==> config.mk <==
export PLATFORM = sky130hd
export DESIGN_NAME = wave_meas_flat
export DESIGN_NICKNAME = d
export VERILOG_FILES = /design/src/rtl/wave_meas_pkg.sv /design/src/rtl/wave_meas_if.sv /design/src/rtl/wave_meas_ch.sv /design/src/rtl/wave_meas.sv /design/src/flat_wrapper.sv
export SDC_FILE = /design/constraint.sdc
export NUM_CORES = 1
export LEC_CHECK = 0
export CORE_UTILIZATION = 50
export DETAILED_ROUTE_END_ITERATION = 7
export PLACE_DENSITY = 0.75
export RECOVER_POWER = 50
export SETUP_SLACK_MARGIN = 0.3
export SLEW_MARGIN = 20
export SYNTH_ARGS = -nofsm -noshare
export SYNTH_HDL_FRONTEND = slang
export SYNTH_SLANG_ARGS = --single-unit
==> constraint.sdc <==
create_clock -name clk -period 16.9 [get_ports clk]
set_clock_uncertainty 0.15 [all_clocks]
set_input_delay 2.535 -clock clk [delete_from_list [all_inputs] [get_ports clk]]
set_output_delay 2.535 -clock clk [all_outputs]
set_load 0.01 [all_outputs]
==> src/rtl/wave_meas_pkg.sv <==
// rtl/wave_meas_pkg.sv - shared types and default constants for wave_meas
package wave_meas_pkg;

    typedef enum logic [1:0] {
        IDLE = 2'd0,
        RUN  = 2'd1,
        HOLD = 2'd2
    } wave_meas_state_t;

    localparam int WM_DATA_W   = 12;
    localparam int WM_WIN_LOG2 = 5;
    localparam int WM_NCH      = 2;

endpackage

==> src/rtl/wave_meas_if.sv <==
// rtl/wave_meas_if.sv - sample input and measurement result bundle for wave_meas
interface wave_meas_if
    import wave_meas_pkg::*;
#(
    parameter int DATA_W = WM_DATA_W,
    parameter int NCH    = WM_NCH
) ();

    logic                  in_valid;
    logic [NCH*DATA_W-1:0] in_data;
    logic                  out_valid;
    logic [NCH*DATA_W-1:0] meas_max;
    logic [NCH*DATA_W-1:0] meas_min;
    logic [NCH*DATA_W-1:0] meas_p2p;
    logic [NCH*DATA_W-1:0] meas_mean;

    modport master (
        output in_valid, in_data,
        input  out_valid, meas_max, meas_min, meas_p2p, meas_mean
    );

    modport slave (
        input  in_valid, in_data,
        output out_valid, meas_max, meas_min, meas_p2p, meas_mean
    );

endinterface

==> src/rtl/wave_meas_ch.sv <==
// rtl/wave_meas_ch.sv - one channel's running max/min/sum and window result registers
module wave_meas_ch
    import wave_meas_pkg::*;
#(
    parameter int DATA_W   = WM_DATA_W,
    parameter int WIN_LOG2 = WM_WIN_LOG2
) (
    input  logic              clk,
    input  logic              rst_n,
    input  logic              accept,
    input  logic              first,
    input  logic              last,
    input  logic [DATA_W-1:0] sample,
    output logic [DATA_W-1:0] res_max,
    output logic [DATA_W-1:0] res_min,
    output logic [DATA_W-1:0] res_p2p,
    output logic [DATA_W-1:0] res_mean
);

    localparam int SUM_W = DATA_W + WIN_LOG2;

    logic [DATA_W-1:0] run_max;
    logic [DATA_W-1:0] run_min;
    logic [SUM_W-1:0]  run_sum;
    logic [DATA_W-1:0] nxt_max;
    logic [DATA_W-1:0] nxt_min;
    logic [SUM_W-1:0]  nxt_sum;

    // The first sample of a window replaces the running values outright.
    always_comb begin
        nxt_max = sample;
        nxt_min = sample;
        nxt_sum = SUM_W'(sample);
        if (!first) begin
            nxt_max = (sample > run_max) ? sample : run_max;
            nxt_min = (sample < run_min) ? sample : run_min;
            nxt_sum = run_sum + SUM_W'(sample);
        end
    end

    always_ff @(posedge clk or negedge rst_n) begin
        if (!rst_n) begin
            run_max  <= '0;
            run_min  <= '1;
            run_sum  <= '0;
            res_max  <= '0;
            res_min  <= '0;
            res_p2p  <= '0;
            res_mean <= '0;
        end else if (accept) begin
            if (last) begin
                run_max  <= '0;
                run_min  <= '1;
                run_sum  <= '0;
                res_max  <= nxt_max;
                res_min  <= nxt_min;
                res_p2p  <= nxt_max - nxt_min;
                res_mean <= nxt_sum[SUM_W-1 -: DATA_W];
            end else begin
                run_max <= nxt_max;
                run_min <= nxt_min;
                run_sum <= nxt_sum;
            end
        end
    end

endmodule

==> src/rtl/wave_meas.sv <==
// rtl/wave_meas.sv - multi-channel windowed max/min/p2p/mean measurement, continuous or single-shot
module wave_meas
    import wave_meas_pkg::*;
#(
    parameter int DATA_W   = WM_DATA_W,
    parameter int WIN_LOG2 = WM_WIN_LOG2,
    parameter int NCH      = WM_NCH
) (
    input  logic              clk,
    input  logic              rst_n,
    input  logic              single,
    input  logic              arm,
    wave_meas_if.slave        bus,
    output logic              busy
);

    logic [1:0]          rst_sync;
    logic                rst_int;
    wave_meas_state_t    state;
    wave_meas_state_t    state_nxt;
    logic [WIN_LOG2-1:0] cnt;
    logic                accept;
    logic                first;
    logic                last;
    logic                out_valid_q;

    logic [NCH*DATA_W-1:0] res_max;
    logic [NCH*DATA_W-1:0] res_min;
    logic [NCH*DATA_W-1:0] res_p2p;
    logic [NCH*DATA_W-1:0] res_mean;

    // Assertion is immediate; deassertion is retimed through two flops.
    always_ff @(posedge clk or negedge rst_n) begin
        if (!rst_n) begin
            rst_sync <= '0;
        end else begin
            rst_sync <= {rst_sync[0], 1'b1};
        end
    end

    assign rst_int = rst_sync[1];

    assign accept = bus.in_valid && (state == RUN);
    assign first  = (cnt == '0);
    assign last   = &cnt;
    assign busy   = (state == RUN);

    always_comb begin
        state_nxt = state;
        unique case (state)
            IDLE: begin
                if (!single || arm) begin
                    state_nxt = RUN;
                end
            end
            RUN: begin
                if (accept && last && single) begin
                    state_nxt = HOLD;
                end
            end
            HOLD: begin
                if (arm) begin
                    state_nxt = RUN;
                end else if (!single) begin
                    state_nxt = IDLE;
                end
            end
            default: state_nxt = IDLE;
        endcase
    end

    always_ff @(posedge clk or negedge rst_int) begin
        if (!rst_int) begin
            state       <= IDLE;
            cnt         <= '0;
            out_valid_q <= 1'b0;
        end else begin
            state       <= state_nxt;
            out_valid_q <= accept && last;
            if (accept) begin
                cnt <= cnt + 1'b1;
            end
        end
    end

    for (genvar k = 0; k < NCH; k++) begin : g_ch
        wave_meas_ch #(
            .DATA_W   (DATA_W),
            .WIN_LOG2 (WIN_LOG2)
        ) u_ch (
            .clk      (clk),
            .rst_n    (rst_int),
            .accept   (accept),
            .first    (first),
            .last     (last),
            .sample   (bus.in_data[k*DATA_W +: DATA_W]),
            .res_max  (res_max[k*DATA_W +: DATA_W]),
            .res_min  (res_min[k*DATA_W +: DATA_W]),
            .res_p2p  (res_p2p[k*DATA_W +: DATA_W]),
            .res_mean (res_mean[k*DATA_W +: DATA_W])
        );
    end

    assign bus.out_valid = out_valid_q;
    assign bus.meas_max  = res_max;
    assign bus.meas_min  = res_min;
    assign bus.meas_p2p  = res_p2p;
    assign bus.meas_mean = res_mean;

endmodule
==> src/flat_wrapper.sv <==
// flat-port wrapper written by rule: the top's interface ports become plain ports
module wave_meas_flat import wave_meas_pkg::*;
#(
    parameter int DATA_W   = WM_DATA_W,
    parameter int WIN_LOG2 = WM_WIN_LOG2,
    parameter int NCH      = WM_NCH
)
  (clk, rst_n, single, arm, busy, bus_in_valid, bus_in_data, bus_out_valid, bus_meas_max, bus_meas_min, bus_meas_p2p, bus_meas_mean);
  wave_meas_if #(.DATA_W(DATA_W), .NCH(NCH)) bus_i ();
  input  logic clk;
  input  logic rst_n;
  input  logic single;
  input  logic arm;
  output logic busy;
  input wire logic [$bits(bus_i.in_valid)-1:0] bus_in_valid;
  input wire logic [$bits(bus_i.in_data)-1:0] bus_in_data;
  output wire logic [$bits(bus_i.out_valid)-1:0] bus_out_valid;
  output wire logic [$bits(bus_i.meas_max)-1:0] bus_meas_max;
  output wire logic [$bits(bus_i.meas_min)-1:0] bus_meas_min;
  output wire logic [$bits(bus_i.meas_p2p)-1:0] bus_meas_p2p;
  output wire logic [$bits(bus_i.meas_mean)-1:0] bus_meas_mean;
  assign bus_i.in_valid = bus_in_valid;
  assign bus_i.in_data = bus_in_data;
  assign bus_out_valid = bus_i.out_valid;
  assign bus_meas_max = bus_i.meas_max;
  assign bus_meas_min = bus_i.meas_min;
  assign bus_meas_p2p = bus_i.meas_p2p;
  assign bus_meas_mean = bus_i.meas_mean;
  wave_meas #(.DATA_W(DATA_W), .WIN_LOG2(WIN_LOG2), .NCH(NCH)) u_core (.clk(clk), .rst_n(rst_n), .single(single), .arm(arm), .bus(bus_i), .busy(busy));
endmodule
Yosys cells after proc, flatten, opt, wreduce, memory -nomap -nowiden
Index checks and enable logic that the tools add are counted.
Cells by class
  add/sub/neg operators: 5
  magnitude comparators: 4
  equal/unequal tests: 5
  multiplexer cells: 21
  reduce and logical (&&, ||, !) cells: 10
Operators with widths (count)
  $mux W12: 12
  $mux W17: 4
  $add A17 B12 Y17: 2
  $gt A12 B12 Y1: 2
  $lt A12 B12 Y1: 2
  $sub A12 B12 Y12: 2
  $mux W2: 4
  $pmux W2 S3: 1
  $reduce_and A6 Y1: 1
  $add A5 B1 Y5 const B: 1
  $logic_not A5 Y1: 1
  $reduce_and A5 Y1: 1
  $ne A2 B1 Y1 const B: 2
  $logic_and A1 B1 Y1: 3
  $ne A3 B3 Y1 const B: 1
  $reduce_and A3 Y1: 1
  $eq A2 B1 Y1 const B: 1
  $eq A2 B2 Y1 const B: 1
  $logic_not A2 Y1: 1
  $logic_not A1 Y1: 1
  $logic_or A1 B1 Y1: 1
Storage, ports and cells
  register bits after elaboration: 188
  bits of input ports: 29
  output and inout bits: 98
  word-level logic and storage cells: 63

Logic depth before layout (Yosys ltp)
Gate-level depths: netlist of the first run.
  word-level depth: 6
  depth in mapped cells: 20
  depth with buffers taken out: 19

Modules after synthesis
From an unflattened synthesis of the first run, not the netlist that was laid out.
Unflattened totals
  cell total of the unflattened synthesis: 1146
  area, all modules: 11364.6 sq um
By module, submodules not included
  wave_meas_ch (u_core.g_ch[0].u_ch): instances 1, cells an instance 565, area an instance 5497.8 sq um, sequential area each 2242.2 sq um
  wave_meas_ch (u_core.g_ch[1].u_ch): instances 1, cells an instance 545, area an instance 5424.0 sq um, sequential area each 2242.2 sq um
  wave_meas: instances 1, cells an instance 36, area an instance 442.9 sq um, sequential area each 250.2 sq um

Least setup slack after synthesis of the first run
Ideal clock, no wire load.
  path type: input-to-reg
  from: input port bus_in_data[9]
  to: register u_core.g_ch[0].u_ch.res_p2p[11]
  setup time: 131 ps
  arrival time: 6269 ps
  data required time: 16619 ps
  path slack: 10350 ps
  stages: 19
  buffers on the path: 2
  cells stage by stage: ha_1 a21oi_1 o21ai_1 o21ai_2 nor2_1 clkbuf_1 clkinv_1 clkbuf_1 a21oi_1 ha_1 a21oi_1 nor4b_1 a31oi_1 o2111a_1 o211ai_1 a31oi_1 o32ai_1 xnor2_1 o21ai_1
Between the ends
  longest elaborated chain between the ends: 4
  elaborated cells between the ends (all ways): 7
  those cells by class: add/sub: 1; order compare: 2; mux: 4
Ends and longest elaborated chain
  start, declared: RTL line flat_wrapper.sv:16  | input wire logic [$bits(bus_i.in_data)-1:0] bus_in_data;
  $gt A12 B12 Y1 or $lt A12 B12 Y1 (tied branches): RTL line wave_meas_ch.sv:35, wave_meas_ch.sv:36
  $mux W12, on equally long branches: RTL line wave_meas_ch.sv:35, wave_meas_ch.sv:36
  $mux W12: RTL line wave_meas_ch.sv:34  | if (!first) begin
  $sub A12 B12 Y12 *: RTL line wave_meas_ch.sv:57  | res_p2p <= nxt_max - nxt_min;
  end signal, assigned: RTL line wave_meas_ch.sv:57
  end, declared: RTL line wave_meas_ch.sv:16  | output logic [DATA_W-1:0] res_p2p,
Every way passes the cells marked *; elsewhere a longest branch is shown, timed or not.
A chain may end at the register's enable or synchronous reset.

==> impl_metrics.toml, run 1 <==
[run_status]
status = "finished with violations"
violations = "max-capacitance violations, max-slew violations"

[timing]
tightestPinTransition_ns = 4.31
fin_crit_sh_pct = 48.8
hold_viol = 0
rsz0062_at_grt = "no"
maxSlewViolCount = 284
fmax_mhz = 121
setup_viol = 0
finalCriticalPeriod_ns = 8.25
slew_headroom_pct = -187
setup-tns-final_ns = 0

[clock_tree]
cts_tree = "built"
cts_resized = 0
clockBufferDepth = 2
cts_max_level = 4
cts-buffers-inserted = 17
ctsHoldBuffers = 0
cts_root_buf = "clkbuf_16"
cts_sinks = 188
post_cts_buffers = 0
insertion_delay_ns = 0.44
path_clk_slew_ns = 0.07

[drt]
drt-initial-drc-count = 743
drtPass1Iterations = 5
wl_um = 30600
drt-wirelength-per-cell_um = 18.1
drc = 0
ant_nets = 0
vias = 9977
via_per_inst = 5.90

[yosys]
synth_nets = 1419
avgSynthCellArea_um2 = 8.87
synth-main-ff-cell = "dfrtp_1"
yosys.area.top_type_share_pct = 35.6
synth_sequential_area_ratio_pct = 41.1
yosysWarnings = 0
yosys.cell_count.top_type = "nand2_1"
ys_ff_latch = 188
synth.distinct_cells = 78
synth_common_cells = "183 x nand2_1, 164 x dfrtp_1, 118 x o21ai_0, 103 x a21oi_1, 89 x inv_1"
yosysTopAreaCell = "dfrtp_1"
syn_inst = 1299
synth_edf_count = 0
async_reset_ff_share_pct = 100
synth_area_um2 = 11500
synth_area_leaders = "dfrtp_1 36%, ha_1 9.4%, nand2_1 6.0%, dfstp_2 5.5%, o21ai_0 5.1%"

[cells_and_area]
final_nets = 1514
area_growth_pct = 17.4
fin_cells = 1692
multi_input_area_um2 = 6220
n_fill_cell = 1991
drive_above_1_share_pct = 5.97
seq_area_um2 = 4730
antenna-diode-count = 0

[die]
pin_count = 127
die_h_um = 154
die_area_um2 = 23700
die_x_um = 154
rows = 55
initial_core_util_pct = 50.9
core_area_um2 = 22600

[global_route]
grt_usage_pct = 26.8
grt_max_degree = 94
grt_pass1_wl_um = 50100
antenna_found_initial = 0
grt-ovfl-total = 0
grt_pass1_vias = 9495

[min_path]
hold_class = "reg2reg"

[worst_setup_path]
cp.arrival_ns = 7.62
worstPathCellList = "clkbuf_1, clkbuf_1"
cp_common_cell = "clkbuf_1"
cpPeakStageDelay_ns = 3.17
endpoint_kind = "asynchronous set/reset pin"
crit_required_ns = 16.28
cp_max_fo = 82
startpoint_type = "flop"
critPathSlowestCell = "clkbuf_1"
worstSetupPathType = "reg2async"

[flow_run]
max-cap-violations = 5

[placed_design]
dp_cells = 1660
port_buffers = 126
dp.final_hpwl_um = 21800
place_congestion = 0.896

[power_and_ir_drop]
powerDensity_nw_per_um2 = 214
peakVddDrop_v = 0.0000890
p_leak_nw = 6.23
layout by cell type, fill, tap and decap left out, types with 10 or more instances in the layout:
cell type	netlist	routed
nand2_1	183	183
dfrtp_1	164	164
o21ai_0	118	118
a21oi_1	103	103
inv_1	89	89
ha_1	87	87
clkdlybuf4s50_1	0	85
nor2_1	77	76
xnor2_1	45	45
dlygate4sd3_1	0	41
dfstp_2	24	24
o21ai_1	23	23
nand3_1	22	22
o22ai_1	19	19
a22oi_1	17	17
a22o_1	17	17
clkbuf_16	0	17
a21o_1	16	16
nor3_1	16	16
nand4_1	14	14
o21bai_1	13	13
mux2i_1	10	10
layout make-up:
class | instances | share of cell area [%]
timing repair buffer | 138 | 9.88
clock buffer | 20 | 3.30
clock inverter | 12 | 0.666
multi-input combinational | 959 | 46.0
inverter | 90 | 2.50
sequential | 188 | 35.0
tap | 285 | 2.64
per-layer routing:
| metal | vias up | wire (µm) | track usage (%) |
|---|---|---|---|
| li1 | 4842 | - | - |
| met1 | 4777 | 14800 | 39.6 |
| met2 | 327 | 13600 | 40.8 |
| met3 | 31 | 1750 | 3.97 |
| met4 | 0 | 386 | 7.14 |
| met5 | - | 0 | 0 |
metrics by stage:
step	utilization, %	hold WS [ns]	setup WS [ns]	cell area (µm²)	power [W]
after detailed placement	57.5	0.199	8.87	13000	0.00250
after CTS	59.8	0.215	9.31	13500	0.00289
after global placement	57.5	0.187	8.84	13000	0.00247
after global routing	59.7	0.231	6.83	13500	0.00313
after floorplan	-	0.181	10.35	11500	0.00198
final	59.7	0.213	8.65	13500	0.00289
flip-flops by register name, indices dropped and copies added (netlist names), 2 cells and up:
| signal | flops |
|---|---|
| u_core.cnt | 5 |
| u_core.g_ch.u_ch.res_max | 24 |
| u_core.g_ch.u_ch.res_mean | 24 |
| u_core.g_ch.u_ch.res_min | 24 |
| u_core.g_ch.u_ch.res_p2p | 24 |
| u_core.g_ch.u_ch.run_max | 24 |
| u_core.g_ch.u_ch.run_min | 24 |
| u_core.g_ch.u_ch.run_sum | 34 |
| u_core.rst_sync | 2 |
| u_core.state | 2 |
cells by family after synthesis:
group           after synthesis  synth area share, %
compound gates              425                 23.3
simple gates                368                 14.4
flops                       188                 41.1
buf+inv                     152                 5.05
fa+ha+maj                    94                 10.4
xor+xnor                     52                 3.95
mux                          19                 1.75
other cells                   1               0.0325
path summary, 6_finish.rpt:
kind                                     from                         endpoint  slack, ns  depth (start not counted)
setup / recovery           u_core.rst_sync[1]   u_core.g_ch[0].u_ch.res_max[1]       8.65                          2
hold / removal             u_core.rst_sync[0]               u_core.rst_sync[1]       0.21                          0
setup reg to reg           u_core.rst_sync[1]   u_core.g_ch[0].u_ch.res_max[1]       8.65                          2
hold reg to reg            u_core.rst_sync[0]               u_core.rst_sync[1]       0.21                          0
max in group clk              bus_in_data[11]  u_core.g_ch[0].u_ch.res_p2p[11]       9.19                         19
min in group asynchronous  u_core.rst_sync[1]  u_core.g_ch[1].u_ch.res_mean[1]       0.63                          0
where the power goes:
part / internal, W / total (W) / switching [W] / leakage, nW
Combinational: 0.000731 / 0.00176 / 0.00103 / 3.57
Clock: 0.000194 / 0.000377 / 0.000183 / 0.257
Sequential: 0.000641 / 0.000758 / 0.000116 / 2.40
critical path, delay by kind of cell (launching register included):
family / cells / cell delay, ns
buffers and inverters: 2 / 5.51
flip-flops: 1 / 1.59
Power figures use the tool's default switching activity.
==> inputs of run 2 (changes only) <==
- PLACE_DENSITY: 0.75 -> 0.78
- clock period: 16.9 -> 6.9 ns (I/O delays scaled with it)
==> impl_metrics.toml, run 2 (synthesis results as in run 1) <==
[run_status]
status = "finished with violations"
violations = "max-capacitance violations, max-slew violations"

[drt]
drt-initial-drc-count = 835
vias = 10200
drt-wirelength-per-cell_um = 18.5
ant_nets = 0
wl_um = 31700
drc = 0
via_per_inst = 5.96
drtPass1Iterations = 6

[die]
rows = 55
core_area_um2 = 22600
pin_count = 127
die_area_um2 = 23700
die_h_um = 154
die_x_um = 154
initial_core_util_pct = 50.9

[timing]
finalCriticalPeriod_ns = 5.82
maxSlewViolCount = 284
setup_viol = 0
rsz0062_at_grt = "no"
fin_crit_sh_pct = 84.3
holdWs_ns = 0.205
setup-tns-final_ns = 0
fmax_mhz = 172
slew_headroom_pct = -124
tightestPinTransition_ns = 3.36
hold_viol = 0

[clock_tree]
cts_resized = 0
cts_root_buf = "clkbuf_16"
clockBufferDepth = 2
ctsHoldBuffers = 0
cts-buffers-inserted = 17
cts_tree = "built"
post_cts_buffers = 0
cts_sinks = 188
path_clk_slew_ns = 0.07
cts_max_level = 4
insertion_delay_ns = 0.45

[global_route]
antenna_found_initial = 0
grt-ovfl-total = 0
grt_max_degree = 105
grt_pass1_vias = 9792
grt_pass1_wl_um = 51800
grt_usage_pct = 27.6

[power_and_ir_drop]
peakVddDrop_v = 0.000213
p_leak_nw = 6.33
powerDensity_nw_per_um2 = 526

[worst_setup_path]
cpPeakStageDelay_ns = 1.99
critPathSlowestCell = "clkbuf_1"
cp.arrival_ns = 5.96
endpoint_kind = "flop"
worstSetupPathType = "in2reg"
r2r_slack_ns = 1.50
cp_max_fo = 104
rr_worst_depth = 1
crit_required_ns = 7.05
startpoint_type = "input pin"
r2r_start = "u_core.rst_sync[1]"
worstPathCellList = "dlygate4sd3_1, nand2_1, clkbuf_1, nor3_1, nand4_1, buf_4, buf_4, nor3_1, mux2i_1, o311ai_1"
r2r-end = "u_core.g_ch[1].u_ch.res_p2p[11]"

[min_path]
worstHoldPathCells = 0
hp-start = "u_core.rst_sync[0]"
min_to = "u_core.rst_sync[1]"
hold_class = "reg2reg"

[placed_design]
place_congestion = 0.906
dp.final_hpwl_um = 22500
port_buffers = 126

[cells_and_area]
layout_common_cells = "183 x nand2_1, 164 x dfrtp_1, 118 x o21ai_0"
area_growth_pct = 18.9
antenna-diode-count = 0
largest-register = "u_core.g_ch.u_ch.run_sum"
final_nets = 1535
drive_above_1_share_pct = 7.36
largest_reg_flops = 34
layout_commonest_cell = "nand2_1"

[flow_run]
max-cap-violations = 5
## run 2: cell count changes in the layout (fill, tap and decap cells not counted), sizes merged
cell	before	now
buf	8	29
clkbuf	24	27
inv	92	89
clkdlybuf4s50	85	87
dlygate4sd3	41	39
clkinv	7	6
## run 2: where the power goes
| group | internal [W] | switching (W) | leakage (nW) | total, W |
|---|---|---|---|---|
| Clock | 0.000499 | 0.000444 | 0.261 | 0.000943 |
| Combinational | 0.00185 | 0.00255 | 3.67 | 0.00440 |
| Sequential | 0.00157 | 0.000291 | 2.40 | 0.00186 |
| Total | 0.00392 | 0.00328 | 6.33 | 0.00720 |
## run 2: through the flow
step | utilization (%) | cells | power (W) | area [µm²] | setup slack (ns)
2_1_floorplan | - | 1299 | 0.00486 | 11500 | 1.17
3_5_place_dp | 58.1 | 1681 | 0.00622 | 13200 | 0.841
5_1_grt | 60.5 | 1712 | 0.00778 | 13700 | 0.471
3_3_place_gp | 58.1 | 1681 | 0.00609 | 13200 | 0.923
4_1_cts | 60.6 | 1712 | 0.00719 | 13700 | 1.28
6_report | 60.5 | 1712 | 0.00720 | 13700 | 1.08
## run 2: worst max path at each step
stage	start	to	slack (ns)	cells after the start
6_report	bus_in_valid	u_core.g_ch[1].u_ch.res_p2p[10]	1.08	10
2_1_floorplan	u_core.rst_sync[1]	u_core.bus.out_valid	1.17	0
3_3_place_gp	bus_in_data[11]	u_core.g_ch[0].u_ch.res_p2p[11]	0.92	20
4_1_cts	bus_in_data[22]	u_core.g_ch[1].u_ch.res_p2p[9]	1.28	16
3_5_place_dp	bus_in_data[22]	u_core.g_ch[1].u_ch.res_p2p[9]	0.84	16
5_1_grt	u_core.rst_sync[1]	u_core.g_ch[0].u_ch.res_max[1]	0.47	1
## run 2: critical path, delay by kind of cell
kind	cells	cell delay, ns
compound gates	1	0.11
buf+inv	4	3.91
mux	1	0.16
simple gates	4	0.68
## run 2: area by class of cell
cell class | instances | area, µm²
fill | 1963 | 8940
multi-input combinational | 959 | 6220
sequential | 188 | 4730
timing repair buffer | 159 | 1500
clock buffer | 23 | 488
tap | 285 | 357
inverter | 90 | 338
clock inverter | 8 | 62.6
## run 2: metal layers
layer | vias to the layer above | global-route usage [%] | wire length (µm)
met5 | - | 0 | 0
met4 | 0 | 8.90 | 585
met3 | 52 | 4.54 | 2190
met2 | 382 | 42.6 | 14300
met1 | 4890 | 39.5 | 14600
li1 | 4879 | - | -
